`src/rtl/kgp_branch_pkg.sv`:
```
`default_nettype none
// ============================================================================
// Module      : kgp_branch_pkg
// Description : Shared definitions for the KGP-RISC branch sequencer: FSM
//               state encoding, branch class codes, per-class condition
//               codes, flag bundle and the default reset PC.
// Revision    : 1.0 - initial release
// ============================================================================
package kgp_branch_pkg;

  // Sequencer states, explicit 3-bit encoding
  typedef enum logic [2:0] {
    ST_IDLE   = 3'd0,
    ST_FETCH  = 3'd1,
    ST_DECODE = 3'd2,
    ST_EXEC   = 3'd3,
    ST_UPDATE = 3'd4,
    ST_HALT   = 3'd5
  } state_t;

  // Decoded branch class
  localparam logic [1:0] C_CLS_NONE   = 2'b00;
  localparam logic [1:0] C_CLS_COND   = 2'b01;
  localparam logic [1:0] C_CLS_UNCOND = 2'b10;
  localparam logic [1:0] C_CLS_REG    = 2'b11;

  // Conditional-class selectors (tested against stored Z / N)
  localparam logic [1:0] C_COND_NEVER = 2'b00;
  localparam logic [1:0] C_COND_BNZ   = 2'b01;
  localparam logic [1:0] C_COND_BLTZ  = 2'b10;
  localparam logic [1:0] C_COND_BZ    = 2'b11;

  // Unconditional-class selectors (tested against stored C)
  localparam logic [1:0] C_UNC_B      = 2'b00;
  localparam logic [1:0] C_UNC_BLB    = 2'b01;
  localparam logic [1:0] C_UNC_BNCY   = 2'b10;
  localparam logic [1:0] C_UNC_BCY    = 2'b11;

  localparam logic [31:0] C_DEFAULT_RESET_PC = 32'h0000_0000;

  // Flags captured from the last flag-writing ALU operation
  typedef struct packed {
    logic zero;
    logic carry;
    logic negative;
  } flags_t;

endpackage
`default_nettype wire

```
`src/rtl/branch_resolve.sv`:
```
`default_nettype none
// ============================================================================
// Module      : branch_resolve
// Description : Combinational branch resolution: evaluates the condition
//               against stored flags, forms the target and selects next PC.
// Revision    : 1.0 - initial release
// ============================================================================
module branch_resolve
  import kgp_branch_pkg::*;
(
  input  logic [1:0]  br_cls,
  input  logic [1:0]  br_ctl,
  input  flags_t      flags,
  input  logic [31:0] pc,
  input  logic [31:0] imm,
  input  logic [25:0] pseudo_add,
  input  logic [31:0] reg_target,
  output logic        taken,
  output logic [31:0] next_pc,
  output logic        link
);

  logic [31:0] w_seq_pc;
  logic [31:0] w_cond_tgt;
  logic [31:0] w_unc_tgt;
  logic [31:0] w_reg_tgt;

  // Offsets are in words; all additions wrap modulo 2^32
  assign w_seq_pc   = pc + 32'd4;
  assign w_cond_tgt = w_seq_pc + (imm << 2);
  assign w_unc_tgt  = {pc[31:28], pseudo_add, 2'b00};
  assign w_reg_tgt  = reg_target & ~32'h0000_0003;

  // Condition evaluation and final PC select
  always_comb begin
    taken   = 1'b0;
    link    = 1'b0;
    next_pc = w_seq_pc;
    case (br_cls)
      C_CLS_COND: begin
        case (br_ctl)
          C_COND_BZ:   taken = flags.zero;
          C_COND_BNZ:  taken = ~flags.zero;
          C_COND_BLTZ: taken = flags.negative;
          default:     taken = 1'b0;
        endcase
        if (taken) next_pc = w_cond_tgt;
      end
      C_CLS_UNCOND: begin
        case (br_ctl)
          C_UNC_BCY:  taken = flags.carry;
          C_UNC_BNCY: taken = ~flags.carry;
          C_UNC_BLB: begin
            taken = 1'b1;
            link  = 1'b1;
          end
          default:    taken = 1'b1;
        endcase
        if (taken) next_pc = w_unc_tgt;
      end
      C_CLS_REG: begin
        taken   = 1'b1;
        next_pc = w_reg_tgt;
      end
      default: begin
        taken   = 1'b0;
        next_pc = w_seq_pc;
      end
    endcase
  end

endmodule
`default_nettype wire

```
`src/rtl/branch_sequencer.sv`:
```
`default_nettype none
// ============================================================================
// Module      : branch_sequencer
// Description : Handshaked fetch/decode/execute/update PC sequencer for the
//               KGP-RISC core. Owns PC, instruction latch and flag register.
//               Optional macro BRANCH_STATS_EN adds saturating branch and
//               taken-branch counters as outputs br_count / taken_count.
// Revision    : 1.0 - initial release
// ============================================================================
module branch_sequencer
  import kgp_branch_pkg::*;
#(
  parameter logic [31:0] RESET_PC = C_DEFAULT_RESET_PC
) (
  input  logic        clk,
  input  logic        rst_n,
  input  logic        start,
  output logic        imem_req,
  output logic [31:0] imem_addr,
  input  logic        imem_ack,
  input  logic [31:0] imem_data,
  output logic [31:0] instr,
  input  logic [1:0]  br_cls,
  input  logic [1:0]  br_ctl,
  input  logic        halt_dec,
  input  logic [31:0] imm,
  input  logic [25:0] pseudo_add,
  input  logic [31:0] reg_target,
  output logic        alu_go,
  input  logic        alu_done,
  input  logic        flag_we,
  input  logic        zero,
  input  logic        carry,
  input  logic        negative,
  output logic        link_we,
  output logic [31:0] link_addr,
  output logic [31:0] pc,
  output logic        busy,
  output logic        halted
`ifdef BRANCH_STATS_EN
  ,
  output logic [31:0] br_count,
  output logic [31:0] taken_count
`endif
);

  state_t      r_state;
  state_t      w_state_nxt;
  logic [31:0] r_pc;
  logic [31:0] r_instr;
  flags_t      r_flags;
  logic        w_taken;
  logic        w_link;
  logic [31:0] w_next_pc;

  branch_resolve u_resolve (
    .br_cls     (br_cls),
    .br_ctl     (br_ctl),
    .flags      (r_flags),
    .pc         (r_pc),
    .imm        (imm),
    .pseudo_add (pseudo_add),
    .reg_target (reg_target),
    .taken      (w_taken),
    .next_pc    (w_next_pc),
    .link       (w_link)
  );

  // State register
  always_ff @(posedge clk or negedge rst_n) begin
    if (!rst_n) r_state <= ST_IDLE;
    else        r_state <= w_state_nxt;
  end

  // Next-state and handshake outputs; outputs decode from state only so an
  // asynchronous reset drops requests immediately
  always_comb begin
    w_state_nxt = r_state;
    imem_req    = 1'b0;
    alu_go      = 1'b0;
    link_we     = 1'b0;
    case (r_state)
      ST_IDLE:   if (start) w_state_nxt = ST_FETCH;
      ST_FETCH: begin
        imem_req = 1'b1;
        if (imem_ack) w_state_nxt = ST_DECODE;
      end
      ST_DECODE: begin
        if (halt_dec)                  w_state_nxt = ST_HALT;
        else if (br_cls == C_CLS_NONE) w_state_nxt = ST_EXEC;
        else                           w_state_nxt = ST_UPDATE;
      end
      ST_EXEC: begin
        alu_go = 1'b1;
        if (alu_done) w_state_nxt = ST_UPDATE;
      end
      ST_UPDATE: begin
        link_we     = w_link & w_taken;
        w_state_nxt = ST_FETCH;
      end
      ST_HALT:   w_state_nxt = ST_HALT;
      default:   w_state_nxt = ST_IDLE;
    endcase
  end

  // PC only moves on the UPDATE edge
  always_ff @(posedge clk or negedge rst_n) begin
    if (!rst_n)                    r_pc <= RESET_PC;
    else if (r_state == ST_UPDATE) r_pc <= w_next_pc;
  end

  // Instruction latch, loaded on fetch completion
  always_ff @(posedge clk or negedge rst_n) begin
    if (!rst_n)                                r_instr <= 32'h0;
    else if ((r_state == ST_FETCH) && imem_ack) r_instr <= imem_data;
  end

  // Flag register, written only by flag-writing ALU operations
  always_ff @(posedge clk or negedge rst_n) begin
    if (!rst_n)                                         r_flags <= '0;
    else if ((r_state == ST_EXEC) && alu_done && flag_we) r_flags <= {zero, carry, negative};
  end

`ifdef BRANCH_STATS_EN
  logic [31:0] r_br_count;
  logic [31:0] r_taken_count;

  // Saturating statistics for branches resolved in UPDATE
  always_ff @(posedge clk or negedge rst_n) begin
    if (!rst_n) begin
      r_br_count    <= 32'h0;
      r_taken_count <= 32'h0;
    end else if ((r_state == ST_UPDATE) && (br_cls != C_CLS_NONE)) begin
      if (r_br_count != 32'hFFFF_FFFF) r_br_count <= r_br_count + 32'd1;
      if (w_taken && (r_taken_count != 32'hFFFF_FFFF)) r_taken_count <= r_taken_count + 32'd1;
    end
  end

  assign br_count    = r_br_count;
  assign taken_count = r_taken_count;
`endif

  assign imem_addr = r_pc;
  assign pc        = r_pc;
  assign instr     = r_instr;
  assign link_addr = r_pc + 32'd4;
  assign busy      = (r_state != ST_IDLE) && (r_state != ST_HALT);
  assign halted    = (r_state == ST_HALT);

endmodule
`default_nettype wire

```
`config.mk`:
```
export PLATFORM = sky130hd
export DESIGN_NAME = branch_sequencer
export DESIGN_NICKNAME = d
export VERILOG_FILES = /design/src/rtl/kgp_branch_pkg.sv /design/src/rtl/branch_resolve.sv /design/src/rtl/branch_sequencer.sv
export SDC_FILE = /design/constraint.sdc
export NUM_CORES = 1
export LEC_CHECK = 0
export BUFFER_PORTS_ARGS = -buffer_cell sky130_fd_sc_hd__buf_2
export CAP_MARGIN = 15
export CORE_MARGIN = 2
export CORE_UTILIZATION = 52
export DETAILED_ROUTE_END_ITERATION = 6
export PLACE_DENSITY = 0.89
export SETUP_SLACK_MARGIN = 0.05
export SYNTH_ARGS = -nofsm -noshare
export SYNTH_HDL_FRONTEND = slang
export SYNTH_SLANG_ARGS = --single-unit
export TNS_END_PERCENT = 30
```
`constraint.sdc`:
```
create_clock -name clk -period 6.4 [get_ports clk]
set_clock_uncertainty 0.15 [all_clocks]
set_input_delay 0.64 -clock clk [delete_from_list [all_inputs] [get_ports clk]]
set_output_delay 0.64 -clock clk [all_outputs]
set_load 0.01 [all_outputs]
```
== After elaboration in Yosys (flattened, before gate mapping) ==
Index checks and enable logic that the tools add are counted.

* Word-level logic and storage cells: 56
* Register bits: 70

* Muxes and demuxes: 19
* Bitwise operators: 3
* $add $sub $neg: 2
* Reductions and logical operators: 9
* Equality and inequality tests: 16

{| class="wikitable"
|+ Operators with widths
! operator !! count
|-
| 32-bit one-hot mux with 3 select lines || 1
|-
| 32-bit two-way mux || 2
|-
| 32-bit by 3-bit adder with 32-bit output, second input constant || 1
|-
| 32-bit adder || 1
|-
| 3-bit one-hot mux with 6 select lines || 1
|-
| 3-bit two-way mux || 5
|-
| 2-bit equality test, second input constant || 4
|-
| 2-bit != test, second input constant || 4
|-
| 1-bit two-way mux || 7
|-
| 3-bit by 2-bit equality test with 1-bit output, second input constant || 2
|-
| 3-bit equality test, second input constant || 2
|-
| 1-bit one-hot mux with 3 select lines || 2
|-
| 2-bit by 1-bit equality test with 1-bit output, second input constant || 2
|-
| 1-bit logical AND || 4
|-
| 3-bit by 1-bit equality test with 1-bit output, second input constant || 1
|-
| 3-bit zero test || 1
|-
| 3-bit != test, second input constant || 1
|-
| 3-bit AND reduction || 1
|-
| 3-bit nonzero test || 1
|-
| 2-bit zero test || 1
|-
| 1-bit NOT || 2
|-
| 1-bit one-hot mux with 2 select lines || 1
|-
| 2-bit AND reduction || 1
|-
| 1-bit AND || 1
|}

== Logic depth before layout (Yosys ltp) ==
* Depth after elaboration: 6
* Gate-level depth with buffers: 18
* Gate-level depth less buffers: 18

== Hierarchy ==
Synthesis repeated with hierarchy kept, for this count alone.

* Cells, all modules: 779
* Area total of the unflattened synthesis: 6802.8 µm²

{| class="wikitable"
|+ Modules (own cells, without submodules)
! module !! area each (µm²) !! cells each !! times used
|-
| branch_sequencer || 3563.4 || 294 || 1
|-
| branch_resolve || 3239.4 || 485 || 1
|}

== Worst setup path before layout ==
Ideal clock, no wire load.

* Path type: register -> register
* Start point: register r_pc[4] (netlist: imem_addr[4])
* End point: register r_pc[31] (netlist: imem_addr[31])
* Stages on the path, launching flop included: 17
* Slack: 2.264 ns
* Data arrival time: 3.867 ns
* Data required time: 6.130 ns
* Cells stage by stage: dfrtp_1 -> nand3_2 -> nor2_1 -> nand3_1 -> nor3_1 -> nand3_1 -> xnor2_1 -> ha_1 -> a21oi_1 -> or3b_2 -> a21oi_1 -> o21ai_0 -> a41oi_1 -> a21o_1 -> a21oi_1 -> xor2_1 -> a31o_1

* Cells in the longest elaborated chain, start to end: 4
* Elaborated cells on any way between the ends: 5
* Classes of those cells: 2 x add/sub; 3 x mux

{| class="wikitable"
|+ Ends and longest elaborated chain
! what !! line !! RTL
|-
| start: declaration || branch_sequencer.sv:49 || <nowiki>logic [31:0] r_pc;</nowiki>
|-
| start signal: assignment || branch_sequencer.sv:109 || <nowiki>else if (r_state == ST_UPDATE) r_pc <= w_next_pc;</nowiki>
|-
| 32-bit by 3-bit adder with 32-bit output || -- ||
|-
| via link_addr[15] || branch_sequencer.sv:36 || <nowiki>output logic [31:0] link_addr,</nowiki>
|-
| 32-bit adder || branch_resolve.sv:30 || <nowiki>assign w_cond_tgt = w_seq_pc + (imm << 2);</nowiki>
|-
| 32-bit two-way mux || branch_resolve.sv:47 || <nowiki>if (taken) next_pc = w_cond_tgt;</nowiki>
|-
| 32-bit one-hot mux with 3 select lines || branch_resolve.sv:39 || <nowiki>case (br_cls)</nowiki>
|}

The timed path passes the listed nets, and every way through them passes these cells. The select of a mux whose other input is x is not followed.
A chain may end at the register's enable or synchronous reset.

== Worst setup path in the final report ==
* Start point: register r_pc[4] (netlist: imem_addr[4])
* End point: register r_pc[31] (netlist: imem_addr[31])

* Cells in the longest elaborated chain, start to end: 4
* Elaborated cells on any way between the ends: 5
* Classes of those cells: 2 x add/sub; 3 x mux

{| class="wikitable"
|+ Ends and longest elaborated chain
! what !! line !! RTL
|-
| 32-bit by 3-bit adder with 32-bit output (*) || branch_resolve.sv:29 || <nowiki>assign w_seq_pc = pc + 32'd4;</nowiki>
|-
| 32-bit adder || branch_resolve.sv:30 ||
|-
| 32-bit two-way mux || branch_resolve.sv:47 ||
|-
| 32-bit one-hot mux with 3 select lines (*) || branch_resolve.sv:39 ||
|}

Mark *: on every way between the ends. The rest lies on a longest branch, timed or not. The select of a mux whose other input is x is not followed.

==> results.toml <==
[floorplanning]
die-height_um = 109
fp.dieArea_mm2 = 0.0118
row_count = 38
number_of_top_level_pins = 269
die-width_um = 109
start_util_pct = 53.1
core_region_area_mm2 = 0.0107

[yosys]
synth_edf_count = 0
async_reset_ff_share_pct = 100
ys_seq_elements = 68
synth.avg_cell_area_um2 = 8.77
postSynthCellCount = 650
synth-warning-count = 0
post_synthesis_sequential_area_ratio_pct = 29.9
dominantRegCellSynth = "dfrtp_1"
yosys.cell_types.count = 65
post_synthesis_cell_area_mm2 = 0.00570

[critical_path]
cp_slowest_stage_delay_ns = 0.58
worst-setup-path-type = "flip-flop to flip-flop"
worstSetupEndpointType = "flip-flop"
required_time_of_the_critical_path_ns = 6.48
path_common_cell = "a21oi_1"
startpoint_type_of_the_worst_setup_path = "flip-flop"
arrival_ns = 4.83
crit_path_cell_trace = "nand3_2 -> nor2_1 -> nand3_1 -> nor3_1 -> nand3_1 -> xnor2_1 -> ha_1 -> a21oi_1 -> or3b_2 -> a21oi_1 -> o21ai_0 -> a41oi_1 -> a21o_1 -> a21oi_1 -> xor2_1 -> a31o_1"
cp_max_fo = 8
cpMaxStageDelayCell = "nor3_1"

[timing]
rsz0062_at_grt = "no"
post-route-period-util_pct = 74.3
fin_setup_tns_ns = 0
final_critical_path_setup_slack_ns = 1.64
setup_viol_count_final = 0
finalHoldViolations = 0
slew_violations = 0
fin_worst_hold_slack_ns = 0.345
fmax_mhz = 210
worst_slew_margin_rel_pct = 23.9
tightest_slew_ns = 1.14
finalCriticalPeriod_ns = 4.76

[power]
power.net_switching_uw = 1730
power_density_mw_per_mm2 = 503
share_of_power_burned_in_registers_pct = 25.6
intPower_uw = 1810
total_leakage_power_uw = 0.00335
sw_frac_of_total_pct = 48.8
comb_power_share_pct = 65.0
totalPowerFinal_uw = 3550
ir_worst_vdd_mv = 0.400
clock_power_share_pct = 9.4

[cts]
cts_max_level = 3
cts_made_buffers = 9
clkLatencyLatePin_ns = 0.35
clock_tree.root_cell = "clkbuf_8"
clkSinkCount = 68
cts_max_path_buffers = 2
cts_tree = "done"
post-cts-setup-buffers = 0
clkSlewWorstSetupHoldPaths_ns = 0.09
hold_buffers = 0
cts_repair_resize_count = 0

[job]
maxCapViolCount = 0

[placement]
placedCellCount = 997
number_of_buffer_cells_added_on_primary_ports = 258
placement.setup.worst_slack_ns = 1.75
detailed_place_hpwl_mm = 13.6
gp_congestion = 0.897

[grt]
grt_overflow = 0
grt_first_pass_wirelength_mm = 27.5
all_layer_gr_usage_pct = 29.8
number_of_global_route_vias_before_repair = 5615
antenna_found_initial = 0
grt_max_degree = 69

[worst_hold_path]
worst_hold_path_class = "input port to asynchronous set/reset pin"

[cells_and_area]
number_of_fill_cells_in_the_layout = 970
post_route_cells_drive_above_1_share_pct = 38.4
area_added_between_synthesis_and_finish_pct = 23.6
layout.cells.non_filler = 1013
antenna_cells = 0
finish.net_count = 1040

[routing]
drtAntennaViolNets = 0
vias_per_cell = 5.79
initialDrtViolationCount = 398
drtPass1Iterations = 5
routed-via-count = 5870
routed_wl_mm = 17.9
routed_wire_length_per_instance_um = 17.7
post-route-drc-count = 0

[status]
run_status = "finished clean"
-- cell type report --
cell class                 instances  area, um^2  share of cell area, %
clock buffer                       9         124                   1.76
clock inverter                     7        51.3                  0.728
inverter                          18        67.6                  0.959
multi-input combinational        506        3580                   50.9
sequential                        68        1700                   24.1
tap                              140         175                   2.49
timing repair buffer             265        1340                   19.1
-- final timing paths --
check | startpoint | end | slack (ns) | cells past startpoint
worst max-delay path | imem_addr[4]$_DFFE_PN0P_ | imem_addr[31]$_DFFE_PN0P_ | 1.64 | 16
min in group clk | instr[8]$_DFFE_PN0P_ | instr[8]$_DFFE_PN0P_ | 0.36 | 1
worst min-delay path | rst_n | instr[15]$_DFFE_PN0P_ | 0.35 | 2
worst max register to register | imem_addr[4]$_DFFE_PN0P_ | imem_addr[31]$_DFFE_PN0P_ | 1.64 | 16
max in group asynchronous | rst_n | imem_addr[29]$_DFFE_PN0P_ | 5.13 | 2
worst min register to register | instr[8]$_DFFE_PN0P_ | instr[8]$_DFFE_PN0P_ | 0.36 | 1
-- cells in the mapped netlist, types with 3 or more instances --
cell type   n  share of area (%)
and4_1      4               0.61
or3_1       3               0.33
o311ai_0    3               0.46
a22oi_1     3               0.40
and3_1      4               0.44
nor3_1      9               0.79
o31ai_1     4               0.53
a211oi_1    4               0.53
xor2_1     19                2.9
a21oi_1    54                4.7
ha_1       35                7.7
a221o_1    18                3.2
inv_1      18                1.2
nor2_1     67                4.4
xnor2_1    37                5.7
nand3_1    19                1.7
a31oi_1     6               0.66
and2_1      5               0.55
buf_4      36                4.7
o21ai_0    29                2.5
o22ai_1     4               0.44
or2_2       3               0.33
dfrtp_1    68                 30
nand2_1    43                2.8
buf_1       5               0.33
mux2_2     36                7.1
o21bai_1    3               0.40
a221oi_1   19                2.9
nand4_1     6               0.66
a21o_1     13                1.7
clkbuf_1   20                1.3
nand2b_1    9               0.99
-- cell usage in the layout, fill, tap and decap left out, drive strengths merged, types with 3 or more instances in the layout --
| cell type | count |
|---|---|
| a21oi | 55 |
| o21bai | 3 |
| and2 | 5 |
| nand2 | 43 |
| o311ai | 4 |
| a21o | 13 |
| nor3 | 11 |
| xor2 | 19 |
| nor2 | 68 |
| and4 | 4 |
| nand4 | 6 |
| a31oi | 6 |
| mux2 | 36 |
| a211oi | 5 |
| ha | 35 |
| and3 | 4 |
| clkinv | 3 |
| xnor2 | 38 |
| conb | 6 |
| inv | 20 |
| o31ai | 4 |
| o21ai | 30 |
| dfrtp | 68 |
| o22ai | 4 |
| or3 | 4 |
| buf | 265 |
| nand2b | 9 |
| a221o | 18 |
| or2 | 4 |
| nand3 | 21 |
| a221oi | 20 |
| a22oi | 3 |
| clkbuf | 9 |
-- metrics by stage --
| step | util [%] | instance area [um^2] |
|---|---|---|
| after floorplan | - | 5720 |
| after global placement | 64.0 | 6870 |
| after detailed placement | 64.0 | 6870 |
| after CTS | 65.6 | 7050 |
| after global routing | 65.6 | 7050 |
| final | 65.6 | 7050 |
-- routing by layer --
| metal | wire length [um] | global-route usage [%] | share of wire, % |
|---|---|---|---|
| met2 | 8820 | 51.2 | 49 |
| met3 | 1320 | 5.08 | 7.4 |
| met1 | 7440 | 38.6 | 41 |
| met4 | 363 | 8.42 | 2.0 |
| met5 | 0 | 0 | 0 |
-- cells by family after synthesis --
group	count (synthesis)	synth area share (%)
AOI/OAI and AO/OA	185	22.4
buffers and inverters	81	7.75
xor gates and xnor gates	57	8.89
other	1	0.0658
adders and majority gates	36	8.03
and+or+nand+nor	186	15.9
DFF	68	29.9
muxes	36	7.11
-- power groups by stage --
| stage | sequential [uW] | clock [uW] | combinational (uW) |
|---|---|---|---|
| after global routing | 942 | 362 | 2530 |
| after floorplan | 928 | 0 | 1610 |
| after detailed placement | 909 | 0 | 2280 |
| after CTS | 900 | 345 | 2290 |
| final | 907 | 335 | 2300 |
| after global placement | 889 | 0 | 2230 |
-- critical path, delay by kind of cell (launching register included) --
family,cells,cell delay [ns]
adders and majority gates,1,0.28
xor gates and xnor gates,2,0.48
DFF,1,0.51
AOI/OAI and AO/OA,7,1.27
and+or+nand+nor,6,1.94
-- sequential cells by signal, summed over array words and instances (netlist names) --
name       flops
instr         32
imem_addr     30
r_flags        3
r_state        3
(Power assumes the default switching activity.)
